--- src/rtl/uart_tx_frame_shifter.sv ---
// uart_tx_frame_shifter
//   UART transmit shifter. Each accepted word is sent as one frame:
//   start bit (0), DATA_W data bits LSB first, optional parity bit,
//   then STOP_BITS stop bits (1). Every bit is held for CLKS_PER_BIT cycles.
//
// Parameters:
//   DATA_W       data bits per frame (5..9)
//   PARITY_MODE  0 = none, 1 = even, 2 = odd
//   STOP_BITS    1 or 2
//   CLKS_PER_BIT clk cycles per bit time (>= 2)
//
// Ports:
//   clk         system clock, rising edge
//   rst         synchronous active-high reset; aborts any frame without done
//   data_in     word to send, sampled only when a load is accepted
//   load        request to send data_in (accepted while ready=1)
//   send_break  (UART_TX_BREAK_EN only) hold the line low for 2*FRAME_W
//               bit times; has priority over load in IDLE
//   ready       high when a load will be accepted
//   sdo         serial output, idle/mark = 1
//   busy        high while a frame (or break) is in progress
//   done        one-cycle pulse after the last stop bit (or break) ends
//
// Optional feature macro: UART_TX_BREAK_EN
module uart_tx_frame_shifter #(
  parameter int unsigned DATA_W       = 8,
  parameter int unsigned PARITY_MODE  = 0,
  parameter int unsigned STOP_BITS    = 1,
  parameter int unsigned CLKS_PER_BIT = 10416
) (
  input  logic              clk,
  input  logic              rst,
  input  logic [DATA_W-1:0] data_in,
  input  logic              load,
`ifdef UART_TX_BREAK_EN
  input  logic              send_break,
`endif
  output logic              ready,
  output logic              sdo,
  output logic              busy,
  output logic              done
);

  localparam int unsigned FRAME_W = 1 + DATA_W + ((PARITY_MODE != 0) ? 1 : 0) + STOP_BITS;
  localparam int unsigned PAR_POS = DATA_W + 1;
  localparam int unsigned CNT_W   = $clog2(CLKS_PER_BIT);
`ifdef UART_TX_BREAK_EN
  // The bit index also counts break bit times, which run to 2*FRAME_W.
  localparam int unsigned IDX_MAX = 2 * FRAME_W;
`else
  localparam int unsigned IDX_MAX = FRAME_W;
`endif
  localparam int unsigned IDX_W   = $clog2(IDX_MAX + 1);

  localparam logic [CNT_W-1:0] CNT_LAST   = CNT_W'(CLKS_PER_BIT - 1);
  localparam logic [IDX_W-1:0] FRAME_LAST = IDX_W'(FRAME_W - 1);
`ifdef UART_TX_BREAK_EN
  localparam logic [IDX_W-1:0] BREAK_LAST = IDX_W'(2 * FRAME_W - 1);
`endif

`ifdef UART_TX_BREAK_EN
  typedef enum logic [1:0] {
    IDLE  = 2'd0,
    SHIFT = 2'd1,
    BREAK = 2'd2
  } state_t;
`else
  typedef enum logic {
    IDLE  = 1'b0,
    SHIFT = 1'b1
  } state_t;
`endif

  state_t             state;
  state_t             state_nxt;
  logic [FRAME_W-1:0] frame_reg;
  logic [FRAME_W-1:0] frame_load;
  logic [CNT_W-1:0]   bit_cnt;
  logic [IDX_W-1:0]   bit_idx;
  logic               done_r;
  logic               par_bit;
  logic               bit_end;
  logic               frame_end;
  logic               break_req;
  logic               break_end;

  // ---------------------------------------------------------------------
  // Frame assembly: {stop 1s, [parity], data, start 0}, start bit at [0].
  // ---------------------------------------------------------------------
  always_comb begin
    par_bit = (PARITY_MODE == 2) ? ~(^data_in) : (^data_in);
  end

  always_comb begin
    frame_load                = '1;
    frame_load[0]             = 1'b0;
    frame_load[DATA_W:1]      = data_in;
    if (PARITY_MODE != 0) begin
      frame_load[PAR_POS]     = par_bit;
    end
  end

  // ---------------------------------------------------------------------
  // Bit timing decodes
  // ---------------------------------------------------------------------
  always_comb begin
    bit_end   = (bit_cnt == CNT_LAST);
    frame_end = bit_end && (bit_idx == FRAME_LAST);
`ifdef UART_TX_BREAK_EN
    break_req = send_break;
    break_end = bit_end && (bit_idx == BREAK_LAST);
`else
    break_req = 1'b0;
    break_end = 1'b0;
`endif
  end

  // ---------------------------------------------------------------------
  // State register
  // ---------------------------------------------------------------------
  always_ff @(posedge clk) begin
    if (rst) begin
      state <= IDLE;
    end else begin
      state <= state_nxt;
    end
  end

  // ---------------------------------------------------------------------
  // Next-state logic
  // ---------------------------------------------------------------------
  always_comb begin
    state_nxt = state;
    case (state)
      IDLE: begin
`ifdef UART_TX_BREAK_EN
        if (break_req) begin
          state_nxt = BREAK;
        end else if (load) begin
          state_nxt = SHIFT;
        end
`else
        if (load) begin
          state_nxt = SHIFT;
        end
`endif
      end
      SHIFT: begin
        if (frame_end) begin
          state_nxt = IDLE;
        end
      end
`ifdef UART_TX_BREAK_EN
      BREAK: begin
        if (break_end) begin
          state_nxt = IDLE;
        end
      end
`endif
      default: state_nxt = IDLE;
    endcase
  end

  // ---------------------------------------------------------------------
  // Datapath: frame register, bit-time counter, bit index, done pulse
  // ---------------------------------------------------------------------
  always_ff @(posedge clk) begin
    if (rst) begin
      frame_reg <= '1;
      bit_cnt   <= '0;
      bit_idx   <= '0;
      done_r    <= 1'b0;
    end else begin
      done_r <= 1'b0;
      case (state)
        IDLE: begin
          bit_cnt <= '0;
          bit_idx <= '0;
          if (load && !break_req) begin
            frame_reg <= frame_load;
          end
        end
        SHIFT: begin
          if (bit_end) begin
            bit_cnt   <= '0;
            bit_idx   <= bit_idx + IDX_W'(1);
            frame_reg <= {1'b1, frame_reg[FRAME_W-1:1]};
            done_r    <= frame_end;
          end else begin
            bit_cnt <= bit_cnt + CNT_W'(1);
          end
        end
`ifdef UART_TX_BREAK_EN
        BREAK: begin
          if (bit_end) begin
            bit_cnt <= '0;
            bit_idx <= bit_idx + IDX_W'(1);
            done_r  <= break_end;
          end else begin
            bit_cnt <= bit_cnt + CNT_W'(1);
          end
        end
`endif
        default: begin
          bit_cnt <= '0;
          bit_idx <= '0;
        end
      endcase
    end
  end

  // ---------------------------------------------------------------------
  // Output decode
  // ---------------------------------------------------------------------
  always_comb begin
    ready = 1'b0;
    busy  = 1'b0;
    sdo   = 1'b1;
    case (state)
      IDLE: begin
        ready = 1'b1;
      end
      SHIFT: begin
        busy = 1'b1;
        sdo  = frame_reg[0];
      end
`ifdef UART_TX_BREAK_EN
      BREAK: begin
        busy = 1'b1;
        sdo  = 1'b0;
      end
`endif
      default: begin
        ready = 1'b0;
      end
    endcase
  end

  always_comb begin
    done = done_r;
  end

endmodule

--- config.mk ---
export PLATFORM = sky130hd
export DESIGN_NAME = uart_tx_frame_shifter
export DESIGN_NICKNAME = d
export VERILOG_FILES = /design/src/rtl/uart_tx_frame_shifter.sv
export SDC_FILE = /design/constraint.sdc
export NUM_CORES = 1
export LEC_CHECK = 0
export ABC_CLOCK_PERIOD_IN_PS = 3000
export CAP_MARGIN = 40
export CORE_AREA = 2 2 57 59
export CTS_CLUSTER_DIAMETER = 50
export DETAILED_ROUTE_END_ITERATION = 10
export DIE_AREA = 0 0 59 61
export GPL_TIMING_DRIVEN = 0
export PLACE_DENSITY_LB_ADDON = 0.25
export SYNTH_ARGS = -nofsm -noshare
export SYNTH_HDL_FRONTEND = slang
export SYNTH_SLANG_ARGS = --single-unit
--- constraint.sdc ---
create_clock -name clk -period 3 [get_ports clk]
set_clock_uncertainty 0.05 [all_clocks]
set_input_delay 0.3 -clock clk [delete_from_list [all_inputs] [get_ports clk]]
set_output_delay 0.3 -clock clk [all_outputs]
set_load 0.01 [all_outputs]
==> flow_summary_export.csv, run 1 <==
group,metric,value,unit
clock_tree,insertion_delay,0.34,ns
clock_tree,cts-resized-gates,0,
logic_synthesis,synthCells,150,
floorplanning,die_h,61,µm
setup_path,cp-end-kind,"output port",
global_routing,grt_pass1_wl,4430,µm
place,hpwlAfterDp,1740,µm
floorplanning,die-area,3600,µm²
cells_and_area,diodes,0,
floorplanning,initial_core_util,45.3,%
logic_synthesis,synth.distinct_cells,28,
setup_path,r2r_end,"bit_cnt[6]",
power_and_ir_drop,power.net_switching,0.175,mW
clock_tree,cts_hold_buf,0,
timing,fmax,0.477,GHz
logic_synthesis,seq_area_frac_synth,43.4,%
logic_synthesis,ys_top_cells_by_area,"dfxtp_1, nor2_1, xnor2_1, mux2i_1, a211oi_1",
clock_tree,clkSlewWorstSetupHoldPaths,0.09,ns
power_and_ir_drop,combPwrFrac,9.6,%
logic_synthesis,ys_warn_count,0,
logic_synthesis,syn_area_per_cell,8.91,µm²
place,port_buffers,13,
power_and_ir_drop,pwr-share-seq,54.0,%
detailed_routing,dr_total_vias,1072,
timing,post-route-period-util,69.8,%
setup_path,worstSetupPathType,"reg2out",
cells_and_area,drive_gt1_share,8.19,%
cells_and_area,fill_cells,275,
place,dp_cells,196,
logic_synthesis,syn-cell-area,1340,µm²
floorplanning,io-pin-count,15,
clock_tree,ctsHtreeMaxLevel,2,
timing,grt_setup_unrepaired,"false",
power_and_ir_drop,clkPwrFrac,36.4,%
power_and_ir_drop,p_per_area,473,nW/µm²
setup_path,critical_path.endpoint,"ready",
clock_tree,cts-root-buf,"clkbuf_4",
timing,finalCriticalPeriod,2.09,ns
timing,setup_viol,0,
clock_tree,clock-sinks,29,
detailed_routing,remaining_drc_errors,0,
cells_and_area,largest_register_ff_count,14,
detailed_routing,routedWlPerCell,11.8,µm
detailed_routing,wirelength,2420,µm
timing,maxSlewViolCount,0,
setup_path,path_max_fanout,10,
floorplanning,die_w,59,µm
detailed_routing,drt_iter0_drc,62,
status,outcome,"finished clean",
global_routing,grt_overflow,0,
logic_synthesis,yosysTopAreaCell,"dfxtp_1",
cells_and_area,syn_to_final_growth,18.1,%
detailed_routing,antenna_left,0,
place,routabilityCongestion,0.770,
setup_path,startpoint,"state",
timing,worst_pin_slew,0.478,ns
clock_tree,cts_setup_buffers,0,
logic_synthesis,syn_nets,164,
global_routing,grt_max_degree,11,
cells_and_area,nets,184,
cells_and_area,layoutNonFillerInstCount,204,
floorplanning,row_count,20,
power_and_ir_drop,power.leakage,0.570,nW
setup_path,crit_required,2.65,ns
clock_tree,cts_buffers,5,
global_routing,grt_pass1_vias,1072,
hold_path,hold_class,"reg2reg",
setup_path,reg2regPathDepth,6,
timing,slew_headroom,68.2,%
detailed_routing,drt-vias-per-instance,5.25,
logic_synthesis,synth_top_area_share,43.4,%
power_and_ir_drop,sw_frac_of_total,23.5,%
clock_tree,cts_tree,"built",
setup_path,critPathArrivalTime,1.74,ns
clock_tree,clockBufferDepth,2,
timing,setup-tns-final,0,ns
job,max_cap_violations,0,
floorplanning,core,2950,µm²
global_routing,track_usage,16.8,%
timing,hold_viol_final,0,
setup_path,r2r_start,"bit_cnt[4]",
setup_path,reg2reg_setup_slack,1.04,ns
power_and_ir_drop,vdd_drop_max,0.216,mV
global_routing,antenna_found_initial,0,
detailed_routing,firstDrtPassIters,4,
logic_synthesis,synth_seq_cells,29,
setup_path,start_kind,"flip-flop",
power_and_ir_drop,power.internal,0.571,mW
cell usage after synthesis:
cell type,instances
a221o_1,1
inv_1,5
nor4_1,2
or4b_1,2
buf_4,3
nor2b_1,1
nor2_1,28
mux2i_1,8
and3_1,4
nand3_1,6
nand2b_1,3
and2_1,8
or2b_2,1
xor2_1,3
a21oi_1,1
nand2_1,7
o21ai_0,1
a211oi_1,9
dfxtp_1,29
nand4_1,4
clkbuf_1,4
nor3_1,3
or3b_2,1
o21bai_1,1
ha_1,3
nor4_2,1
xnor2_1,10
a211o_1,1
power groups by stage:
| stage | Clock [mW] | Combinational [mW] | Sequential [mW] |
|---|---|---|---|
| 6_report | 0.271 | 0.0716 | 0.403 |
| 3_3_place_gp | 0 | 0.0696 | 0.412 |
| 2_1_floorplan | 0 | 0.0449 | 0.411 |
| 4_1_cts | 0.280 | 0.0721 | 0.403 |
| 3_5_place_dp | 0 | 0.0717 | 0.412 |
| 5_1_grt | 0.300 | 0.0792 | 0.405 |
per-stage QoR:
step                setup slack [ns]  cell area, µm²  hold WS (ns)  util, %  power (mW)
floorplan                       1.15            1340         0.367        -       0.456
global placement                1.03            1510         0.380     51.1       0.482
detailed placement              1.03            1510         0.397     51.1       0.484
CTS                            0.899            1580         0.408     53.4       0.755
global route                   0.798            1580         0.440     53.4       0.784
finish                         0.905            1580         0.399     53.4       0.746
critical path, stage by stage (launching register included):
cell and delay, ns:
dfxtp_1 0.35, inv_1 0.08, clkbuf_1 0.35, clkdlybuf4s50_1 0.62
metal layers:
metal  vias to the layer above  part of all wire [%]  global-route usage [%]
met1                       495                    46                    19.1
met2                        19                    47                    26.8
met5                         -                     0                       0
li1                        551                     -                       -
met4                         0                   2.9                    13.0
met3                         7                   4.3                    4.69
kinds of logic (layout without fill, tap and decap cells):
kind of cell             after synthesis  after routing  synth area share [%]
flip-flops                            29             29                  43.4
multiplexers                           8              8                  5.99
AO/OA/AOI/OAI                         14             14                  7.77
buffers and inverters                 12             33                  4.21
AND/OR/NAND/NOR                       71             71                  27.2
XOR/XNOR                              13             13                  8.52
adder cells (fa/ha/maj)                3              3                  2.81
placed cells by master, fill, tap and decap left out, types with 2 or more instances in the layout:
master	count
dfxtp_1	29
nor2_1	28
clkdlybuf4s50_1	13
xnor2_1	10
a211oi_1	9
and2_1	8
mux2i_1	8
nand2_1	7
nand3_1	6
inv_1	5
clkbuf_4	5
clkbuf_1	4
nand4_1	4
and3_1	4
nand2b_1	3
buf_4	3
nor3_1	3
xor2_1	3
ha_1	3
or4b_1	2
nor4_1	2
clkbuf_8	2
layout make-up:
cell class              count  area, µm²  share of cell area, %
plain buffers               7       37.5                   2.38
clock buffers               7       65.1                   4.12
clock inverters             1       5.00                  0.317
inverters                   5       18.8                   1.19
multi-input cells         109        699                   44.3
flip-flops and latches     29        581                   36.8
well taps                  33       41.3                   2.62
repair buffers             13        130                   8.25
worst min path at each step:
stage | end | depth (start not counted) | from | slack, ns
final | bit_cnt[0] | 1 | bit_cnt[0] | 0.40
after detailed placement | bit_cnt[0] | 1 | bit_cnt[0] | 0.40
after global routing | bit_cnt[0] | 1 | bit_cnt[0] | 0.44
after floorplan | bit_cnt[0] | 1 | bit_cnt[0] | 0.37
after CTS | bit_cnt[0] | 1 | bit_cnt[0] | 0.41
after global placement | bit_cnt[0] | 1 | bit_cnt[0] | 0.38
Note: power is estimated with default switching activity, not from simulation.
==> inputs of run 2 (changes only) <==
Settings changed: ABC_CLOCK_PERIOD_IN_PS 3000 to 2100.
Clock period 3 ns to 2.1 ns, I/O delays scaled along.
==> run 2 against run 1 <==
Largest cell class unchanged. Die area unchanged. Combinational power up 42%. Count of clock-buffer cells in the layout unchanged. Power up 43%. Sequential cell count unchanged. First-iteration DRC count up 8.1%. Non-clock buffer count up 1. Worst setup slack worse by 0.74 ns. Utilization up 0.38 points.
==> flow_summary_export.csv, run 2 (synthesized netlist as in run 1, its figures left out) <==
group,metric,value,unit
status,outcome,"finished clean",
cells_and_area,largest_register_ff_count,14,
cells_and_area,final_util,53.8,%
global_routing,grt_overflow,0,
floorplanning,initial_core_util,45.3,%
floorplanning,die-area,3600,µm²
clock_tree,clock-sinks,29,
setup_path,critPathArrivalTime,2.12,ns
cells_and_area,final_common_cell,"dfxtp_1",
timing,worst_slack,0.165,ns
timing,maxSlewViolCount,0,
floorplanning,core,2950,µm²
cells_and_area,finalInstanceArea,1590,µm²
floorplanning,io-pin-count,15,
timing,setup_viol,0,
timing,grt_setup_unrepaired,"false",
setup_path,worstSetupPathType,"reg2reg",
cells_and_area,mostFrequentLayoutCells,"dfxtp_1, nor2_1, clkdlybuf4s50_1",
floorplanning,row_count,20,
detailed_routing,routedWlPerCell,11.9,µm
setup_path,crit_required,2.29,ns
setup_path,path_max_fanout,8,
setup_path,max_stage_delay,0.55,ns
clock_tree,cts_hold_buf,0,
detailed_routing,remaining_drc_errors,0,
power_and_ir_drop,power.leakage,0.579,nW
cells_and_area,layoutNonFillerInstCount,205,
hold_path,hold_class,"reg2reg",
clock_tree,cts_buffers,5,
detailed_routing,drt-vias-per-instance,5.26,
place,dpl_worst_slack,0.130,ns
floorplanning,die_w,59,µm
place,routabilityCongestion,0.770,
setup_path,crit_chain,"or4b_1, nor4_2, o21bai_1, buf_4, a221o_1",
setup_path,start_kind,"flip-flop",
timing,slew_headroom,69.9,%
global_routing,track_usage,16.8,%
clock_tree,cts_setup_buffers,0,
place,hpwlAfterDp,1740,µm
detailed_routing,drt_iter0_drc,67,
cells_and_area,nets,185,
timing,finalCriticalPeriod,1.93,ns
global_routing,grt_pass1_wl,4430,µm
timing,fmax,0.517,GHz
setup_path,cp_slowest_cell,"or4b_1",
timing,worst_pin_slew,0.452,ns
global_routing,grt_pass1_vias,1072,
cells_and_area,drive_gt1_share,9.30,%
clock_tree,cts_tree,"built",
timing,post-route-period-util,92.1,%
clock_tree,ctsHtreeMaxLevel,2,
clock_tree,clkSlewWorstSetupHoldPaths,0.10,ns
clock_tree,insertion_delay,0.34,ns
floorplanning,die_h,61,µm
detailed_routing,antenna_left,0,
cells_and_area,syn_to_final_growth,18.9,%
timing,setup-tns-final,0,ns
clock_tree,cts-resized-gates,0,
cells_and_area,diodes,0,
timing,hold_viol_final,0,
job,max_cap_violations,0,
clock_tree,cts-root-buf,"clkbuf_4",
place,dp_cells,196,
clock_tree,clockBufferDepth,2,
detailed_routing,dr_total_vias,1078,
detailed_routing,firstDrtPassIters,4,
setup_path,cp-end-kind,"flip-flop",
detailed_routing,wirelength,2450,µm
global_routing,antenna_found_initial,0,
power_and_ir_drop,vdd_drop_max,0.309,mV
power_and_ir_drop,p_per_area,671,nW/µm²
global_routing,grt_max_degree,11,
place,placedInstanceArea,1510,µm²
place,port_buffers,13,
==> run 2: cell count changes in the layout (fill, tap and decap cells not counted) <==
cell      change
buf_4         +2
clkbuf_1      -1
==> run 2: power breakdown <==
part,switching [mW],total (mW),internal (mW)
registers,0.00866,0.576,0.568
clock network,0.195,0.389,0.194
logic,0.0474,0.102,0.0541
total,0.252,1.07,0.815
==> run 2: final timing paths <==
| path | cells past startpoint | start | end | slack (ns) |
|---|---|---|---|---|
| worst max register to register | 5 | bit_cnt[4] | frame_reg[0] | 0.17 |
| worst min-delay path | 1 | bit_cnt[0] | bit_cnt[0] | 0.40 |
| worst max-delay path | 5 | bit_cnt[4] | frame_reg[0] | 0.17 |
| worst min register to register | 1 | bit_cnt[0] | bit_cnt[0] | 0.40 |
==> run 2: worst max-delay path: cells and delay by family (launching register included) <==
| family | cells | cell delay, ns |
|---|---|---|
| DFF | 1 | 0.37 |
| buffers and inverters | 1 | 0.19 |
| AOI/OAI and AO/OA | 2 | 0.38 |
| and+or+nand+nor | 2 | 0.85 |
==> run 2: final cells by class <==
class,count,area [µm²]
buffer,6,33.8
inverter,5,18.8
multi-input combinational,109,699
clock buffer,7,65.1
fill,275,1360
clock inverter,1,5.00
sequential,29,581
timing repair buffer,15,145
tap,33,41.3
==> run 2: per-stage QoR <==
stage	total power, mW	hold WS [ns]
after global routing	1.12	0.440
after global placement	0.688	0.380
after floorplan	0.652	0.341
after CTS	1.08	0.408
final	1.07	0.399
after detailed placement	0.692	0.397
==> run 2: metal layers <==
metal	vias up	track usage, %	part of all wire (%)
met5	-	0	0
li1	553	-	-
met4	0	13.0	2.9
met2	21	26.8	47
met1	497	19.1	46
met3	7	4.69	4.2
==> inputs of run 3 (changes only) <==
Settings changed: ABC_CLOCK_PERIOD_IN_PS 2100 to not set.
==> results of run 3 <==
No change in the layout: final DEF, timing and power equal those of run 2.
